`config.mk`:
```
export PLATFORM = sky130hd
export DESIGN_NAME = alu_req_scheduler_flat
export DESIGN_NICKNAME = d
export VERILOG_FILES = /design/src/rtl/alu_req_scheduler_pkg.sv /design/src/rtl/alu_req_scheduler_if.sv /design/src/rtl/alu_req_scheduler_rr_arbiter2.sv /design/src/rtl/alu_req_scheduler.sv /design/src/flat_wrapper.sv
export SDC_FILE = /design/constraint.sdc
export NUM_CORES = 1
export LEC_CHECK = 0
export BUFFER_PORTS_ARGS = -buffer_cell sky130_fd_sc_hd__buf_2
export CAP_MARGIN = 10
export CORE_UTILIZATION = 44
export CTS_CLUSTER_DIAMETER = 30
export DETAILED_ROUTE_END_ITERATION = 8
export GPL_ROUTABILITY_DRIVEN = 1
export PLACE_DENSITY = 0.77
export SKIP_LAST_GASP = 1
export SLEW_MARGIN = 20
export SYNTH_ARGS = -nofsm -noshare
export SYNTH_HDL_FRONTEND = slang
export SYNTH_SLANG_ARGS = --single-unit
```
`constraint.sdc`:
```
create_clock -name clk -period 2 [get_ports clk]
set_input_delay 0.1 -clock clk [delete_from_list [all_inputs] [get_ports clk]]
set_output_delay 0.1 -clock clk [all_outputs]
set_load 0.02 [all_outputs]
```
`src/rtl/alu_req_scheduler_pkg.sv`:
```
// Shared types and defaults for the ALU request scheduler: FSM states,
// opcode encodings and default operand/opcode/result widths.
package alu_sched_pkg;

    localparam int AW_DEF      = 3;
    localparam int OW_DEF      = 2;
    localparam int RW_DEF      = 6;
    localparam int TIMEOUT_DEF = 15;

    typedef enum logic [1:0] {
        IDLE  = 2'd0,
        ISSUE = 2'd1,
        WAIT  = 2'd2,
        RESP  = 2'd3
    } state_e;

    localparam logic [1:0] OP_ADD = 2'd0;
    localparam logic [1:0] OP_SUB = 2'd1;
    localparam logic [1:0] OP_MUL = 2'd2;
    localparam logic [1:0] OP_DIV = 2'd3;

endpackage

```
`src/rtl/alu_req_scheduler_if.sv`:
```
// Bundle of requester, ALU and response signals around the scheduler.
// slave = scheduler side, master = requesters/ALU/consumer side.
interface alu_req_scheduler_if
    import alu_sched_pkg::*;
#(
    parameter int AW = AW_DEF,
    parameter int OW = OW_DEF,
    parameter int RW = RW_DEF
);
    logic          req0_valid;
    logic          req0_ready;
    logic [AW-1:0] req0_a;
    logic [AW-1:0] req0_b;
    logic [OW-1:0] req0_op;
    logic          req1_valid;
    logic          req1_ready;
    logic [AW-1:0] req1_a;
    logic [AW-1:0] req1_b;
    logic [OW-1:0] req1_op;
    logic [AW-1:0] alu_portA;
    logic [AW-1:0] alu_portB;
    logic [OW-1:0] alu_opcode;
    logic          alu_init;
    logic          alu_done;
    logic [RW-1:0] alu_result;
    logic          rsp_valid;
    logic          rsp_ready;
    logic          rsp_id;
    logic [RW-1:0] rsp_data;
    logic          rsp_err;
    logic          busy;

    modport slave (
        input  req0_valid, req0_a, req0_b, req0_op,
        input  req1_valid, req1_a, req1_b, req1_op,
        input  alu_done, alu_result, rsp_ready,
        output req0_ready, req1_ready,
        output alu_portA, alu_portB, alu_opcode, alu_init,
        output rsp_valid, rsp_id, rsp_data, rsp_err, busy
    );

    modport master (
        output req0_valid, req0_a, req0_b, req0_op,
        output req1_valid, req1_a, req1_b, req1_op,
        output alu_done, alu_result, rsp_ready,
        input  req0_ready, req1_ready,
        input  alu_portA, alu_portB, alu_opcode, alu_init,
        input  rsp_valid, rsp_id, rsp_data, rsp_err, busy
    );

endinterface

```
`src/rtl/alu_req_scheduler_rr_arbiter2.sv`:
```
// Two-way round-robin arbiter; the priority pointer moves past the winner
// only when the grant is actually accepted.
module rr_arbiter2 (
    input  logic clk,
    input  logic rst,
    input  logic req0_i,
    input  logic req1_i,
    input  logic accept_i,
    output logic gnt_vld_o,
    output logic gnt_id_o
);
    // 0: requester 0 wins a tie, 1: requester 1 wins a tie
    logic prio_q;

    always_comb begin
        gnt_vld_o = req0_i | req1_i;
        gnt_id_o  = (req0_i & req1_i) ? prio_q : req1_i;
    end

    always_ff @(posedge clk or negedge rst) begin
        if (!rst) begin
            prio_q <= 1'b0;
        end else if (accept_i) begin
            prio_q <= ~gnt_id_o;
        end
    end

endmodule

```
`src/rtl/alu_req_scheduler.sv`:
```
// Shares one ALU between two requesters: round-robin accept, start pulse, wait for done, valid/ready response.
// Optional WAIT-state abort enabled by defining ALU_SCHED_TIMEOUT_EN.
module alu_req_scheduler
    import alu_sched_pkg::*;
#(
    parameter int AW      = AW_DEF,
    parameter int OW      = OW_DEF,
    parameter int RW      = RW_DEF,
    parameter int TIMEOUT = TIMEOUT_DEF
) (
    input  logic               clk,
    input  logic               rst,
    alu_req_scheduler_if.slave bus
);
    state_e        state_q;
    logic [AW-1:0] a_q, b_q, a_d, b_d;
    logic [OW-1:0] op_q, op_d;
    logic          id_q;
    logic          init_q;
    logic          rsp_valid_q;
    logic [RW-1:0] data_q;
    logic          err_q;
    logic          busy_q;
    logic          gnt_vld, gnt_id, accept, tmo;

    rr_arbiter2 u_arb (
        .clk       (clk),
        .rst       (rst),
        .req0_i    (bus.req0_valid),
        .req1_i    (bus.req1_valid),
        .accept_i  (accept),
        .gnt_vld_o (gnt_vld),
        .gnt_id_o  (gnt_id)
    );

    always_comb begin
        accept         = (state_q == IDLE) && gnt_vld;
        bus.req0_ready = accept && !gnt_id;
        bus.req1_ready = accept &&  gnt_id;
        a_d            = gnt_id ? bus.req1_a  : bus.req0_a;
        b_d            = gnt_id ? bus.req1_b  : bus.req0_b;
        op_d           = gnt_id ? bus.req1_op : bus.req0_op;
    end

`ifdef ALU_SCHED_TIMEOUT_EN
    logic [3:0] wcnt_q;

    // Cleared while issuing so the first WAIT cycle sees zero.
    always_ff @(posedge clk or negedge rst) begin
        if (!rst) begin
            wcnt_q <= 4'd0;
        end else if (state_q == ISSUE) begin
            wcnt_q <= 4'd0;
        end else if (state_q == WAIT) begin
            wcnt_q <= wcnt_q + 4'd1;
        end
    end

    assign tmo = (wcnt_q == 4'(TIMEOUT - 1));
`else
    // Without the counter WAIT never gives up; TIMEOUT has no effect.
    assign tmo = 1'b0 && (TIMEOUT > 0);
`endif

    always_ff @(posedge clk or negedge rst) begin
        if (!rst) begin
            state_q     <= IDLE;
            a_q         <= '0;
            b_q         <= '0;
            op_q        <= '0;
            id_q        <= 1'b0;
            init_q      <= 1'b0;
            rsp_valid_q <= 1'b0;
            data_q      <= '0;
            err_q       <= 1'b0;
            busy_q      <= 1'b0;
        end else begin
            init_q <= 1'b0;
            case (state_q)
                IDLE: begin
                    if (accept) begin
                        a_q     <= a_d;
                        b_q     <= b_d;
                        op_q    <= op_d;
                        id_q    <= gnt_id;
                        init_q  <= 1'b1;
                        busy_q  <= 1'b1;
                        state_q <= ISSUE;
                    end
                end
                ISSUE: state_q <= WAIT;
                WAIT: begin
                    // done has priority over a timeout in the same cycle
                    if (bus.alu_done) begin
                        data_q      <= bus.alu_result;
                        err_q       <= 1'b0;
                        rsp_valid_q <= 1'b1;
                        state_q     <= RESP;
                    end else if (tmo) begin
                        data_q      <= '1;
                        err_q       <= 1'b1;
                        rsp_valid_q <= 1'b1;
                        state_q     <= RESP;
                    end
                end
                RESP: begin
                    if (bus.rsp_ready) begin
                        rsp_valid_q <= 1'b0;
                        busy_q      <= 1'b0;
                        state_q     <= IDLE;
                    end
                end
                default: state_q <= IDLE;
            endcase
        end
    end

    assign bus.alu_portA  = a_q;
    assign bus.alu_portB  = b_q;
    assign bus.alu_opcode = op_q;
    assign bus.alu_init   = init_q;
    assign bus.rsp_valid  = rsp_valid_q;
    assign bus.rsp_id     = id_q;
    assign bus.rsp_data   = data_q;
    assign bus.rsp_err    = err_q;
    assign bus.busy       = busy_q;

endmodule
```
`src/flat_wrapper.sv`:
```
// flat-port wrapper written by rule: the top's interface ports become plain ports
module alu_req_scheduler_flat import alu_sched_pkg::*;
#(
    parameter int AW      = AW_DEF,
    parameter int OW      = OW_DEF,
    parameter int RW      = RW_DEF,
    parameter int TIMEOUT = TIMEOUT_DEF
)
  (clk, rst, bus_req0_valid, bus_req0_a, bus_req0_b, bus_req0_op, bus_req1_valid, bus_req1_a, bus_req1_b, bus_req1_op, bus_alu_done, bus_alu_result, bus_rsp_ready, bus_req0_ready, bus_req1_ready, bus_alu_portA, bus_alu_portB, bus_alu_opcode, bus_alu_init, bus_rsp_valid, bus_rsp_id, bus_rsp_data, bus_rsp_err, bus_busy);
  alu_req_scheduler_if #(.AW(AW), .OW(OW), .RW(RW)) bus_i ();
  input  logic clk;
  input  logic rst;
  input wire logic [$bits(bus_i.req0_valid)-1:0] bus_req0_valid;
  input wire logic [$bits(bus_i.req0_a)-1:0] bus_req0_a;
  input wire logic [$bits(bus_i.req0_b)-1:0] bus_req0_b;
  input wire logic [$bits(bus_i.req0_op)-1:0] bus_req0_op;
  input wire logic [$bits(bus_i.req1_valid)-1:0] bus_req1_valid;
  input wire logic [$bits(bus_i.req1_a)-1:0] bus_req1_a;
  input wire logic [$bits(bus_i.req1_b)-1:0] bus_req1_b;
  input wire logic [$bits(bus_i.req1_op)-1:0] bus_req1_op;
  input wire logic [$bits(bus_i.alu_done)-1:0] bus_alu_done;
  input wire logic [$bits(bus_i.alu_result)-1:0] bus_alu_result;
  input wire logic [$bits(bus_i.rsp_ready)-1:0] bus_rsp_ready;
  output wire logic [$bits(bus_i.req0_ready)-1:0] bus_req0_ready;
  output wire logic [$bits(bus_i.req1_ready)-1:0] bus_req1_ready;
  output wire logic [$bits(bus_i.alu_portA)-1:0] bus_alu_portA;
  output wire logic [$bits(bus_i.alu_portB)-1:0] bus_alu_portB;
  output wire logic [$bits(bus_i.alu_opcode)-1:0] bus_alu_opcode;
  output wire logic [$bits(bus_i.alu_init)-1:0] bus_alu_init;
  output wire logic [$bits(bus_i.rsp_valid)-1:0] bus_rsp_valid;
  output wire logic [$bits(bus_i.rsp_id)-1:0] bus_rsp_id;
  output wire logic [$bits(bus_i.rsp_data)-1:0] bus_rsp_data;
  output wire logic [$bits(bus_i.rsp_err)-1:0] bus_rsp_err;
  output wire logic [$bits(bus_i.busy)-1:0] bus_busy;
  assign bus_i.req0_valid = bus_req0_valid;
  assign bus_i.req0_a = bus_req0_a;
  assign bus_i.req0_b = bus_req0_b;
  assign bus_i.req0_op = bus_req0_op;
  assign bus_i.req1_valid = bus_req1_valid;
  assign bus_i.req1_a = bus_req1_a;
  assign bus_i.req1_b = bus_req1_b;
  assign bus_i.req1_op = bus_req1_op;
  assign bus_i.alu_done = bus_alu_done;
  assign bus_i.alu_result = bus_alu_result;
  assign bus_i.rsp_ready = bus_rsp_ready;
  assign bus_req0_ready = bus_i.req0_ready;
  assign bus_req1_ready = bus_i.req1_ready;
  assign bus_alu_portA = bus_i.alu_portA;
  assign bus_alu_portB = bus_i.alu_portB;
  assign bus_alu_opcode = bus_i.alu_opcode;
  assign bus_alu_init = bus_i.alu_init;
  assign bus_rsp_valid = bus_i.rsp_valid;
  assign bus_rsp_id = bus_i.rsp_id;
  assign bus_rsp_data = bus_i.rsp_data;
  assign bus_rsp_err = bus_i.rsp_err;
  assign bus_busy = bus_i.busy;
  alu_req_scheduler #(.AW(AW), .OW(OW), .RW(RW), .TIMEOUT(TIMEOUT)) u_core (.clk(clk), .rst(rst), .bus(bus_i));
endmodule
```
==> impl_metrics.json <==
{
  "switchingPower_mw": 0.872,
  "final_cell_mix": "47 x buf_2, 21 x dfrtp_1, 11 x o21ai_0",
  "ir_worst_vdd_uv": 717,
  "cts_inserted_buffers": 3,
  "yosysWarningCount": 0,
  "cap_violations": 0,
  "cts_tree": "yes",
  "cellPowerDensity_nw_per_um2": 1550,
  "p_sw_frac": 0.438,
  "skew_ps": 2.41,
  "layout_commonest_cell": "buf_2",
  "vias": 895,
  "syn_area_per_cell_sq_um": 10.4,
  "cp_data_required_time_ps": 1900,
  "core_sq_um": 2060,
  "dp.cells": 167,
  "clk_pin_slew_worst_paths_ps": 110,
  "syn-num-nets": 129,
  "combinationalPowerShare": 0.526,
  "max_slew_margin": 0.614,
  "hp-class": "input port to register",
  "instances_no_fill": 172,
  "nNetsFinal": 178,
  "min_period_over_period": 0.858,
  "postSynthCellCount": 97,
  "max_freq_mhz": 583,
  "clk_latency_ps": 300,
  "post_cts_buffers": 0,
  "place.port_buffers": 47,
  "die_x_um": 49.8,
  "synth_area_sq_um": 1010,
  "cellLeakagePower_nw": 0.646,
  "gp_congestion": 0.740,
  "cp_max_fo": 12,
  "drtIter0Drc": 8,
  "drive_gt1_frac": 0.421,
  "slew_violations": 0,
  "routed_wl_um": 2310,
  "ys_ff_latch": 21,
  "cp-end-kind": "output port",
  "ys_types": 25,
  "first_pass_iters": 4,
  "critPathArrivalTime_ps": 1620,
  "cts_resized": 0,
  "die_h_um": 49.8,
  "worst_slack_ps": 284,
  "p_total_mw": 1.99,
  "p_int_mw": 1.12,
  "grt_pass1_vias": 835,
  "cp-start-kind": "register",
  "p_seq_frac": 0.373,
  "pre_cts_ws_ps": 405,
  "rows": 16,
  "pin_count": 49,
  "root_buffer": "clkbuf_4",
  "fin_util": 0.624,
  "grt_util_all_layers": 0.198,
  "vias_per_cell": 5.20,
  "gr-total-overflow": 0,
  "pwr-share-clk": 0.101,
  "ys_seq_area_frac": 0.522,
  "die_area_sq_um": 2480,
  "rsz0062_at_grt": "no",
  "grt_max_degree": 22,
  "timing_hold_violations_final": 0,
  "htree_levels": 1,
  "fin_tns_setup_ps": 0,
  "initial_core_util": 0.488,
  "clockBufferDepth": 2,
  "syn_to_final_growth_pct": 27.8,
  "period_minus_slack_ps": 1720,
  "finalSetupViolations": 0,
  "diodes": 0,
  "path_class": "register to output port",
  "wl_per_cell_um": 13.4,
  "ant_nets": 0,
  "grt_pass1_wl_um": 3690,
  "tightest_slew_ps": 579,
  "hpwl_um": 1750,
  "drc": 0,
  "status": "finished, final reports clean",
  "cts.sinks": 21,
  "antenna_found_initial": 0
}
state kept, by name, indices dropped and copies added, names as in the netlist:
register / count
u_core.bus.alu_init: 1
u_core.bus.alu_opcode: 2
u_core.bus.alu_portA: 3
u_core.bus.alu_portB: 3
u_core.bus.busy: 1
u_core.bus.rsp_data: 6
u_core.bus.rsp_id: 1
u_core.bus.rsp_valid: 1
u_core.state_q: 2
u_core.u_arb.prio_q: 1
through the flow:
step / hold slack (ps) / cell area [sq um]
floorplan: -196 / 1010
global placement: 76.4 / 1250
detailed placement: 75.9 / 1250
CTS: 25.4 / 1290
global route: 24.1 / 1290
finish: 21.8 / 1290
area by class of cell:
class / instances / area [sq um]
fill: 176 / 774
clock buffer: 4 / 26.3
timing repair buffer: 48 / 245
sequential: 21 / 526
tap: 27 / 33.8
multi-input combinational: 66 / 434
inverter: 6 / 22.5
path summary, 6_finish.rpt:
kind / start / endpoint / slack (ps) / cells past startpoint
min in group asynchronous: rst / u_core.bus.rsp_data[4] / 270 / 2
min reg2reg: u_core.u_arb.prio_q / u_core.u_arb.prio_q / 500 / 1
min: bus_alu_result[2] / u_core.bus.rsp_data[2] / 20 / 2
max: u_core.state_q[0] / bus_req0_ready / 280 / 5
max reg2reg: u_core.state_q[1] / u_core.state_q[1] / 380 / 5
max in group asynchronous: rst / u_core.u_arb.prio_q / 1420 / 2
power groups by stage:
| stage | Combinational, mW | Sequential [mW] | Clock [mW] |
|---|---|---|---|
| 2_1_floorplan | 0.506 | 0.973 | 0 |
| 3_3_place_gp | 1.01 | 0.746 | 0 |
| 3_5_place_dp | 1.05 | 0.753 | 0 |
| 4_1_cts | 1.06 | 0.743 | 0.203 |
| 5_1_grt | 1.15 | 0.769 | 0.218 |
| 6_report | 1.05 | 0.743 | 0.202 |
cell families (layout without fill, tap and decap cells):
logic type	count (synthesis)	count (layout)	share of synthesized area
adders and majority gates	4	4	0.0497
buffers and inverters	10	58	0.0472
DFF	21	21	0.522
other	1	1	0.00372
AOI/OAI and AO/OA	34	34	0.193
and+or+nand+nor	19	19	0.0969
muxes	8	8	0.0882
Yosys cell counts:
master,n,area (sq um)
o21ai_2,1,8.76
a21oi_1,10,50.1
buf_2,2,10.0
and2b_1,1,7.51
dfrtp_1,21,526
mux2_2,6,67.6
mux2_1,1,11.3
inv_1,5,18.8
nor2b_1,2,12.5
a21oi_2,1,8.76
nor3_2,1,10.0
o2bb2ai_1,1,8.76
nor2_1,10,37.5
o21ai_1,1,5.00
buf_4,2,15.0
nor3b_2,1,12.5
ha_1,4,50.1
a21o_1,1,7.51
nand2_1,3,11.3
conb_1,1,3.75
inv_2,1,3.75
mux2i_1,1,10.0
a31oi_1,8,50.1
o21ai_0,11,55.1
nand2b_1,1,6.26
timing repair:
| item | CTS | global route |
|---|---|---|
| hold buffers | 1 | 0 |
| endpoints found under the hold margin | 21 | 0 |
| endpoints found under the setup margin | 0 | 0 |
critical path: stages (launching register included):
cell     delay [ps]
dfrtp_1         390
inv_1           120
ha_1            240
o21ai_2         200
a21oi_2         170
buf_2           180
metal layers:
layer	up-vias	share of wire	global-route usage
met4	0	0.031	0.0857
met3	8	0.058	0.0340
li1	433	-	-
met1	412	0.44	0.252
met5	-	0	0
met2	42	0.47	0.329
No activity file was read; power rests on OpenSTA's default activity.
